File: config.mk
export PLATFORM = sky130hd
export DESIGN_NAME = seven_segment_capture
export DESIGN_NICKNAME = d
export VERILOG_FILES = /design/src/rtl/seven_segment_pkg.sv /design/src/rtl/seven_segment_glyph_decode.sv /design/src/rtl/seven_segment_capture.sv
export SDC_FILE = /design/constraint.sdc
export NUM_CORES = 1
export LEC_CHECK = 0
export ABC_AREA = 1
export BUFFER_PORTS_ARGS = -buffer_cell sky130_fd_sc_hd__buf_2
export CORE_MARGIN = 10
export CORE_UTILIZATION = 50
export DETAILED_ROUTE_END_ITERATION = 10
export PLACE_DENSITY = 0.76
export SLEW_MARGIN = 15
export SYNTH_ARGS = -nofsm -noshare
export SYNTH_HDL_FRONTEND = slang
export SYNTH_SLANG_ARGS = --single-unit
File: constraint.sdc
create_clock -name clk -period 3.27 [get_ports clk]
set_input_delay 0.654 -clock clk [delete_from_list [all_inputs] [get_ports clk]]
set_output_delay 0.654 -clock clk [all_outputs]
set_load 0.02 [all_outputs]
File: src/rtl/seven_segment_pkg.sv
// Shared definitions for the seven-segment display path.
// Glyph codes are active-low {g,f,e,d,c,b,a}.
package seven_segment_pkg;

    localparam logic [6:0] GLYPH_0 = 7'b1000000;
    localparam logic [6:0] GLYPH_1 = 7'b1111001;
    localparam logic [6:0] GLYPH_2 = 7'b0100100;
    localparam logic [6:0] GLYPH_3 = 7'b0110000;
    localparam logic [6:0] GLYPH_4 = 7'b0011001;
    localparam logic [6:0] GLYPH_5 = 7'b0010010;
    localparam logic [6:0] GLYPH_6 = 7'b0000010;
    localparam logic [6:0] GLYPH_7 = 7'b1111000;
    localparam logic [6:0] GLYPH_8 = 7'b0000000;
    localparam logic [6:0] GLYPH_9 = 7'b0010000;

    localparam logic [3:0] BCD_INVALID = 4'hF;

    typedef enum logic [1:0] {
        IDLE,
        DWELL,
        HELD
    } cap_state_t;

endpackage

File: src/rtl/seven_segment_glyph_decode.sv
// Combinational glyph-to-BCD decoder.
// Unknown glyphs report valid=0 with bcd=BCD_INVALID.
module seven_segment_glyph_decode
    import seven_segment_pkg::*;
(
    input  logic [6:0] seg,
    output logic       valid,
    output logic [3:0] bcd
);

    // Table lookup; anything outside the ten digits is invalid
    always_comb begin
        valid = 1'b1;
        bcd   = BCD_INVALID;
        case (seg)
            GLYPH_0: bcd = 4'd0;
            GLYPH_1: bcd = 4'd1;
            GLYPH_2: bcd = 4'd2;
            GLYPH_3: bcd = 4'd3;
            GLYPH_4: bcd = 4'd4;
            GLYPH_5: bcd = 4'd5;
            GLYPH_6: bcd = 4'd6;
            GLYPH_7: bcd = 4'd7;
            GLYPH_8: bcd = 4'd8;
            GLYPH_9: bcd = 4'd9;
            default: valid = 1'b0;
        endcase
    end

endmodule

File: src/rtl/seven_segment_capture.sv
// Receive side of the multiplexed 4-digit display: samples
// the scanned buses and rebuilds the 16-bit BCD number.
module seven_segment_capture
    import seven_segment_pkg::*;
#(
    parameter int STABLE_CYCLES  = 16,
    parameter int TIMEOUT_CYCLES = 1048576,
    parameter int SYNC_STAGES    = 2
) (
    input  logic        clk,
    input  logic        rst_n,
    input  logic [6:0]  seg_in,
    input  logic [3:0]  an_in,
    output logic [15:0] number,
    output logic        frame_valid,
    output logic        seg_err,
    output logic        an_err,
    output logic        stalled
);

    localparam int DW = $clog2(STABLE_CYCLES) + 1;
    localparam int TW = $clog2(TIMEOUT_CYCLES) + 1;
    localparam logic [DW-1:0] DWELL_LAST = DW'(STABLE_CYCLES - 1);
    localparam logic [TW-1:0] TIME_LAST  = TW'(TIMEOUT_CYCLES - 1);

    logic [SYNC_STAGES-1:0][6:0] seg_pipe;
    logic [SYNC_STAGES-1:0][3:0] an_pipe;
    logic [6:0]        seg_s;
    logic [3:0]        an_s;
    logic [10:0]       bus_q;
    logic              change;
    logic              idx_ok;
    logic              an_ill;
    logic [1:0]        idx;
    logic [3:0]        oh;
    logic [DW-1:0]     dcnt;
    logic [TW-1:0]     tcnt;
    cap_state_t        state;
    logic              cap;
    logic              g_valid;
    logic [3:0]        g_bcd;
    logic [3:0]        nib;
    logic [3:0][3:0]   shadow;
    logic [3:0][3:0]   merged;
    logic [3:0]        seen;

    // Synchronisers idle at the blank bus (all lines high)
    always_ff @(posedge clk or negedge rst_n) begin
        if (!rst_n) begin
            seg_pipe <= '1;
            an_pipe  <= '1;
        end else begin
            seg_pipe <= {seg_pipe[SYNC_STAGES-2:0], seg_in};
            an_pipe  <= {an_pipe[SYNC_STAGES-2:0], an_in};
        end
    end

    assign seg_s  = seg_pipe[SYNC_STAGES-1];
    assign an_s   = an_pipe[SYNC_STAGES-1];
    assign change = ({an_s, seg_s} != bus_q);

    // Previous synced bus, used to detect any change
    always_ff @(posedge clk or negedge rst_n) begin
        if (!rst_n) begin
            bus_q <= '1;
        end else begin
            bus_q <= {an_s, seg_s};
        end
    end

    // Anode decode: one low bit selects a digit, else blank
    always_comb begin
        idx_ok = 1'b0;
        an_ill = 1'b0;
        idx    = 2'd0;
        unique case (an_s)
            4'b1110: begin idx_ok = 1'b1; idx = 2'd0; end
            4'b1101: begin idx_ok = 1'b1; idx = 2'd1; end
            4'b1011: begin idx_ok = 1'b1; idx = 2'd2; end
            4'b0111: begin idx_ok = 1'b1; idx = 2'd3; end
            4'b1111: ;
            default: an_ill = 1'b1;
        endcase
    end

    assign oh = 4'b0001 << idx;

    seven_segment_glyph_decode u_dec (
        .seg   (seg_s),
        .valid (g_valid),
        .bcd   (g_bcd)
    );

    assign nib = g_valid ? g_bcd : BCD_INVALID;

    // Dwell counter restarts on every bus change and saturates
    always_ff @(posedge clk or negedge rst_n) begin
        if (!rst_n) begin
            dcnt <= '0;
        end else if (change) begin
            dcnt <= '0;
        end else if (dcnt != DWELL_LAST) begin
            dcnt <= dcnt + 1'b1;
        end
    end

    assign cap = (state == DWELL) && !change
              && (dcnt == DWELL_LAST);

    // Dwell FSM: one capture per stable dwell
    always_ff @(posedge clk or negedge rst_n) begin
        if (!rst_n) begin
            state <= IDLE;
        end else if (change) begin
            state <= idx_ok ? DWELL : IDLE;
        end else begin
            unique case (state)
                IDLE:    if (idx_ok) state <= DWELL;
                DWELL:   if (cap) state <= HELD;
                HELD:    state <= HELD;
                default: state <= IDLE;
            endcase
        end
    end

    // Shadow with the capturing nibble already merged in
    always_comb begin
        merged      = shadow;
        merged[idx] = nib;
    end

    // Capture, frame assembly and stall timeout
    always_ff @(posedge clk or negedge rst_n) begin
        if (!rst_n) begin
            number      <= '0;
            frame_valid <= 1'b0;
            seg_err     <= 1'b0;
            an_err      <= 1'b0;
            stalled     <= 1'b0;
            shadow      <= '0;
            seen        <= '0;
            tcnt        <= '0;
        end else begin
            frame_valid <= 1'b0;
            seg_err     <= 1'b0;
            an_err      <= an_ill;
            if (cap) begin
                shadow[idx] <= nib;
                seg_err     <= !g_valid;
                stalled     <= 1'b0;
                tcnt        <= '0;
                if ((seen | oh) == 4'b1111) begin
                    number      <= merged;
                    frame_valid <= 1'b1;
                    seen        <= '0;
                end else begin
                    seen <= seen | oh;
                end
            end else if (tcnt == TIME_LAST) begin
                stalled <= 1'b1;
                seen    <= '0;
            end else begin
                tcnt <= tcnt + 1'b1;
            end
        end
    end

endmodule

==> summary.md <==
| Metric | Value |
|---|---|
| Initial antenna violation count | 0 |
| Clock network power share | 33.9% |
| Buf+Inv Stages, Crit Path | 2 |
| Worst Setup Start Kind | flop |
| Drt first pass iters | 4 |
| Slew Limit Headroom | 56.2% |
| Post-CTS Hold Buffers | 0 |
| Post-layout power | 2.13 mW |
| Total Neg Setup Slack | 0 ns |
| Standard-cell rows | 35 |
| Sw Share | 24.7% |
| DR DRC count | 0 |
| Vias | 3574 |
| Count leader, synth | nand2_1 |
| RePlAce Congestion | 0.912 |
| Critical setup path kind | reg2reg |
| DIE WIDTH | 116 µm |
| Worst Path Required | 3.49 ns |
| Top Family by Delay on Critical Path | simple AND/OR/NAND/NOR gates |
| CP max stage delay | 0.61 ns |
| Setup crit end | tcnt[9] |
| Top FF cell, synth | dfrtp_1 |
| Area Growth Syn to Fin | 9.50% |
| R2R setup slack | 0.80 ns |
| Reg2Reg Capture Point | tcnt[9] |
| Final period util | 75.5% |
| Routed len/inst | 13.2 µm |
| F_max | 405 MHz |
| Average cell area after synthesis | 8.68 µm² |
| Pin count of the biggest net entering global routing | 52 |
| Share of the synthesized area in the top cell type | 36.6% |
| Hold slack | 0.310 ns |
| Worst-Margin Slew | 0.657 ns |
| RSZ-0062 raised after global routing | no |
| Syn. warnings | 0 |
| Fillers | 793 |
| Leakage | 2.63 nW |
| Gr usage total | 14.6% |
| Top cells by area, synth | dfrtp_1 37%, dfstp_2 19%, nand2_1 12%, nand3_1 5.6%, o21ai_0 4.8% |
| Clk_lat worst skew | 0.37 ns |
| Final hold violation count | 0 |
| Clk_skew | 0.0123 ns |
| Grt total ovfl | 0 |
| Largest area contributor in the netlist | dfrtp_1 |
| Max Slew Vio Count | 0 |
| CTS tree | done |
| Worst EP arrival | 2.69 ns |
| Port buffer count | 32 |
| Vias/cell | 5.21 |
| Setup Buffers After CTS | 0 |
| Worst-path fanout max | 35 |
| Most instantiated cells after synthesis | 150 x nand2_1, 68 x dfrtp_1, 55 x inv_1, 52 x nand3_1, 45 x o21ai_0 |
| # IOs | 33 |
| Core Area | 9150 µm² |
| Vias in the first global route | 3491 |
| Detail Route Antenna Nets | 0 |
| Synthesized flop and latch total | 101 |
| Tmin final | 2.47 ns |
| CP max stage cell | inv_2 |
| Unique masters post-synth | 34 |
| R2r startpoint | seg_s[6] |
| Final wirelength | 9090 µm |
| Sw power | 0.525 mW |
| FF/Latch Area | 2570 µm² |
| Type of the worst min-delay path | in2async |
| Post-DP HPWL | 6470 µm |
| CTS Root Cell | clkbuf_8 |
| Worst setup EP type | flop |
| Comb power frac | 4.7% |
| CTS Sinks | 101 |
| Area used by multi-input combinational logic | 1800 µm² |
| Pwr/cell area | 418 nW/µm² |
| Worst-path clk slew | 0.09 ns |
| Fraction of power consumed by sequential logic | 61.4% |
| 1st-iter DRT viols | 246 |
| Crit path top cell by count | nand2_1 |
| First-pass GRT wire length | 16000 µm |
| Crit path from | seg_s[6] |
| Initial Util | 50.8% |
| Post-synth ARST share | 100% |
| Final count of negative-setup-slack endpoints | 0 |
| Crit-path cells | inv_2, nand2_1, nand2_1, nor2_1, nand2_1, nor2_4, nand4_4, inv_2, o21ai_0 |
| Crit path depth | 9 |
| Placed cell count | 670 |
| Clock H-tree levels | 3 |
| Diode count | 0 |
| Number of CTS-inserted buffers | 9 |
| Syn Std Cell Area | 4650 µm² |
| P_int | 1.60 mW |
| Cells after Synth | 536 |
| Sequential share of the synthesized area | 55.2% |
| Share of cells above drive strength 1 | 18.4% |
| Final nets | 588 |
| CTS resizes | 0 |
| Highest ir drop seen on vdd | 0.220 mV |
| Final cell count without fillers | 686 |
| Die height | 116 µm |
| Die footprint | 13600 µm² |
| MaxCap Viol Count | 0 |
| Post-synth EDFFs | 0 |
| Status | finished clean |
| Post-Synthesis Net Count | 554 |
| R2R depth | 9 |
| Max clock buf depth | 2 |
==> state kept, by name, indices dropped and copies added, names as in the netlist, 5 cells and up <==
register  cells
shadow       16
seg_pipe      7
tcnt         21
number       16
seg_s         7
bus_q        11
dcnt          5
==> routing by layer <==
layer  GRT usage (%)  up-vias  wire length [µm]
met2            23.1       84              4220
met3            3.03       19               470
li1                -     1782                 -
met1            18.9     1689              4190
met5               0        -                 0
met4            6.67        0               204
==> metrics by stage <==
step | utilization, % | worst slack (ns) | cell area (µm²)
after global routing | 55.6 | 0.485 | 5090
final | 55.6 | 0.803 | 5090
after CTS | 55.6 | 0.788 | 5090
after global placement | 53.7 | 0.950 | 4920
after floorplan | - | 1.57 | 4650
after detailed placement | 53.7 | 0.819 | 4920
==> worst min-delay path by stage <==
stage / startpoint / to / slack, ns / cells after the start
CTS: rst_n / tcnt[8] / 0.33 / 1
detailed placement: seg_pipe[1] / seg_s[1] / 0.35 / 0
global placement: seg_pipe[1] / seg_s[1] / 0.35 / 0
global route: rst_n / stalled / 0.35 / 1
floorplan: an_pipe[0] / an_s[0] / 0.35 / 0
finish: rst_n / stalled / 0.31 / 1
==> kinds of logic (layout without fill, tap and decap cells) <==
logic type                 after synthesis  after routing  share of synthesized area [%]
AOI/OAI and AO/OA                       55             55                           6.13
xor gates and xnor gates                18             18                           3.39
adders and majority gates                5              5                           1.35
buffers and inverters                   70            109                           6.16
DFF                                    101            101                           55.2
and+or+nand+nor                        287            287                           27.7
==> worst reg2reg max path, delay by kind of cell, from the launching register on <==
kind	cells	cell delay, ns
AND/OR/NAND/NOR	6	0.85
flip-flops	1	0.60
buffers and inverters	2	0.67
AO/OA/AOI/OAI	1	0.18
==> cell type report <==
type / instances / share of cell area [%]
Tap cell: 111 / 2.73
Timing Repair Buffer: 35 / 3.88
Clock buffer: 10 / 2.51
Sequential cell: 101 / 50.4
Inverter: 58 / 4.28
Clock inverter: 6 / 0.909
Multi-Input combinational cell: 365 / 35.3
==> cells in the final DEF (no fill, tap or decap), types with 12 or more instances in the layout <==
master,instances
xor2_1,12
dfrtp_1,68
inv_1,55
buf_2,31
nand2_1,150
nor3_1,13
dfstp_2,33
nand3_1,52
o21ai_0,45
nor2_1,40
==> power groups by stage <==
stage	Sequential, mW	Clock (mW)	Combinational, mW
final	1.31	0.720	0.100
after global routing	1.31	0.797	0.116
after CTS	1.31	0.742	0.103
after detailed placement	1.33	0	0.102
after global placement	1.33	0	0.0996
after floorplan	1.33	0	0.0525
Note: power is estimated with default switching activity, not from simulation.
